<file path="src/rtl/fifo_chk_misr.sv">
// Multiple-input signature register folding each valid read word.
// Used only when FIFO_CHK_MISR_EN is defined. Requires DATA_WIDTH >= 2.
module fifo_chk_misr #(
    parameter int DATA_WIDTH = 10
) (
    input  logic                  clk,
    input  logic                  rst_n,
    input  logic                  clr,
    input  logic                  en,
    input  logic [DATA_WIDTH-1:0] din,
    output logic [DATA_WIDTH-1:0] sig
);

    // Shift with a two-tap feedback, then XOR in the incoming word.
    always_ff @(posedge clk) begin
        if (!rst_n)   sig <= '0;
        else if (clr) sig <= '0;
        else if (en)  sig <= {sig[DATA_WIDTH-2:0], sig[DATA_WIDTH-1] ^ sig[DATA_WIDTH-2]} ^ din;
    end

endmodule

</file>
<file path="config.mk">
export PLATFORM = sky130hd
export DESIGN_NAME = fifo_chk_misr
export DESIGN_NICKNAME = d
export VERILOG_FILES = /design/src/rtl/fifo_chk_misr.sv
export SDC_FILE = /design/constraint.sdc
export NUM_CORES = 1
export LEC_CHECK = 0
export CAP_MARGIN = 10
export CELL_PAD_IN_SITES_DETAIL_PLACEMENT = 1
export CELL_PAD_IN_SITES_GLOBAL_PLACEMENT = 1
export CORE_MARGIN = 2
export CORE_UTILIZATION = 28
export CTS_CLUSTER_DIAMETER = 30
export DETAILED_ROUTE_END_ITERATION = 12
export PLACE_DENSITY_LB_ADDON = 0.1
export SLEW_MARGIN = 10
export SYNTH_ARGS = -nofsm -noshare
export SYNTH_HDL_FRONTEND = slang
export SYNTH_SLANG_ARGS = --single-unit
</file>
<file path="constraint.sdc">
create_clock -name clk -period 3 [get_ports clk]
set_input_delay 0.3 -clock clk [delete_from_list [all_inputs] [get_ports clk]]
set_output_delay 0.3 -clock clk [all_outputs]
set_load 0.05 [all_outputs]
</file>
## Yosys cells after proc, flatten, opt, wreduce, memory -nomap -nowiden

Index checks and enable logic that the tools add are counted.

- Bits in registers: 10
- Latch bits: 0
- Memory bits (writable): 0
- Bits in read-only memories: 0
- Bits of input ports: 14
- Output and inout bits: 10
- Memories kept: 0

- Add/subtract/negate cells: 0
- $mul: 0
- Divide/modulo/power cells: 0
- Order comparisons: 0
- Equal/unequal tests: 0
- Shift-type cells: 0
- Mux-type cells: 0
- Bitwise operators: 3
- Reductions and logical operators: 1

Operators by type and width:

| operator | count |
|---|---|
| bitwise XOR 10 bit | 1 |
| OR reduction 2 bit | 1 |
| NOT 1 bit | 1 |
| bitwise XOR 1 bit | 1 |

## Logic depth before layout (Yosys ltp)

- Depth in word-level cells: 2
- Depth in mapped cells: 4

## Worst setup path after synthesis

No wires, ideal clock.

- Kind: register to register
- From: register sig[9]
- To: register sig[0]
- Library setup time: 128 ps
- Data arrival time: 1292 ps
- Data required time: 2872 ps
- Slack: 1580 ps
- Cell stages (with the launch flop): 4
- Period minus slack after synthesis: 1420 ps
- Cell sequence: dfxtp_1 > xor3_1 > mux2i_1 > nor2_1

- Cells in the longest elaborated chain, start to end: 2

RTL lines:

| element | RTL line | RTL |
|---|---|---|
| start: declaration | 11 | `output logic [DATA_WIDTH-1:0] sig` |
| start signal: assignment | 18 | `else if (en) sig <= {sig[DATA_WIDTH-2:0], sig[DATA_WIDTH-1] ^ sig[DATA_WIDTH-2]} ^ din;` |
| bitwise XOR 1 bit | 18 |  |
| bitwise XOR 10 bit | 18 |  |

Every way passes these cells.
A chain may end at the register's enable or synchronous reset.

## Worst setup path after layout

- From: register sig[8]
- To: output sig[8]

No word-level cell between the ends.

==> metrics.txt <==
Distinct cells, synth 9; P per Cell Area 485.0 nW/um2; design area 710.7 um2; CTS tree done; FP Rows 14; antenna-violating nets left 0; relative slew slack 56.24%; Hold Crit Depth 2; worst slew pin tran 0.6544 ns; Hold/Removal Path Class flip-flop to flip-flop; Synth warnings 0; clock skew 0.002494 ns; Final period util 60.45%; Largest Register sig; share of layout cells above drive strength 1 5.882%; minimum clock period 1.813 ns; endpoints failing setup 0; WP buf/inv 1; Mapped Nets 58; Layout fillers 178; met2 Usage GRT 17.06%; placed insts 80; io pins 24; leading registers by flop count sig (10); worst-path fanout max 4; complex-gate fraction of the synthesized area 15.00%; Final nets 83; Slowest-stage cell, CP clkdlybuf4s50_1; Max Cap Viol 0; Fmax 0.5515 GHz; largest net degree at the start of global routing 20; synthesis-to-layout area growth 57.78%; Multi-input gate area 224.0 um2; Port Buffers 23; crit path kind flip-flop to output pin; PostCTS Resize Cnt 0; post-synthesis adder-cell area fraction 0%; initial antenna violation count 0; critical path depth 1; status finished clean; RSZ-0062 raised after global routing no; Clock Pin Slew Worst Setup and Hold Paths 0.07 ns; Synth Area per Inst 10.24 um2; DP Area 674.4 um2; root buffer cell clkbuf_4; Skew-Pair Late Insertion Delay 0.26 ns; routing usage on met1 13.67%; FF-to-FF path depth 3; Post-Syn Instances 44; Die Footprint 1946 um2; worst stage delay on the critical path 0.83 ns; XOR/XNOR Fraction of Synth Area 22.78%; GPL Wtd Cong 0.6364; crit end category output pin; Vias/cell 4.595; WP data arrival 1.51 ns; H-tree Lvls 1; post-CTS setup buffers 0; vias in the first global route 377; clk sinks 10; global-route wire length before repair 1580 um; post-layout util 47.18%; via count 386; Yosys reg bits 10; non-filler instance count after layout 84; Largest register FFs 10; final wirelength 962 um; mapped cell area 450.4 um2; Fin. Hold Viols 0; mux cell area share after synthesis 2.222%; register area share after synthesis 44.44%; # DRC 0; busiest layer in global routing met2; Starting Density 29.90%; area of the core 1506 um2; die height 44.11 um; Initial DRC Count 6; Storage cell area 200.2 um2; DIE WIDTH 44.11 um; Worst EP required 2.70 ns; CTS Hold Bufs 0; Synth Area in Simple Gates 9.722%; CTS Buffer Depth 2; CP top delay family buffers and inverters; grt met3 use 5.306%; diode count 0; routed len/inst 11.45 um; Slew Limit Fails 0; Num CTS Buffers 3; worst path cell trace clkdlybuf4s50_1; GRT Overall Usage 11.10%; Setup TNS Final 0 ns; Worst VDD drop 332.7 uV; main combinational cell family by area after synthesis XOR/XNOR gates; drt first pass iters 3; launching element type of the critical path flip-flop; Leakage 0.2501 nW; Overflow after GRT 0
synth_stat cells (all sizes together):
cell,count,area [um2]
a211oi,9,67.56
clkbuf,1,3.750
xnor2,9,78.83
mux2i,1,10.01
buf,2,22.52
nand2b,1,6.260
nor2,10,37.54
xor3,1,23.77
dfxtp,10,200.2
power breakdown:
part / leakage (nW) / switching, W / internal (W)
Clock: 0.0210 / 0.0000468 / 0.0000737
Combinational: 0.147 / 0.0000398 / 0.0000396
Sequential: 0.0819 / 0.00000595 / 0.000139
worst min-delay path, cell delays in order (launching register included):
cell and delay [ns]:
dfxtp_1 0.33, nor2_1 0.09, a211oi_1 0.05
cell type report:
| type | count | share of cell area, % |
|---|---|---|
| flip-flops and latches | 10 | 28.17 |
| repair buffers | 23 | 32.39 |
| clock buffers | 4 | 5.106 |
| multi-input cells | 31 | 31.51 |
| well taps | 16 | 2.817 |
cell families (layout without fill, tap and decap cells):
logic type,after synthesis,after routing
and+or+nand+nor,11,11
xor gates and xnor gates,10,10
DFF,10,10
AOI/OAI and AO/OA,9,9
buffers and inverters,3,27
muxes,1,1
layout by cell type, fill, tap and decap left out:
master           synthesis  routed
dfxtp_1                 10      10
clkbuf_8                 0       1
nand2b_1                 1       1
clkdlybuf4s50_1          0      23
mux2i_1                  1       1
clkbuf_4                 0       3
xnor2_1                  9       9
a211oi_1                 9       9
nor2_1                  10      10
xor3_1                   1       1
stage by stage:
step                hold WS, ns  worst slack, ns  total power, W
finish                   0.5141            1.187       0.0003447
global route             0.5414            1.110       0.0003634
CTS                      0.5169            1.179       0.0003497
detailed placement       0.5104            1.337       0.0002279
global placement         0.4930            1.394       0.0002266
floorplan                0.5034            1.580       0.0001966
final timing paths:
kind | from | slack (ns) | end
setup / recovery | sig[8] | 1.19 | sig[8]
hold / removal | sig[9] | 0.51 | sig[9]
setup reg to reg | sig[9] | 1.92 | sig[0]
hold reg to reg | sig[9] | 0.51 | sig[9]
routing by layer:
layer  wire [um]  part of all wire, %
met3          88                  9.1
met4           0                    0
met2         420                   44
met5           0                    0
met1         454                   47
Note: power is estimated with default switching activity, not from simulation.
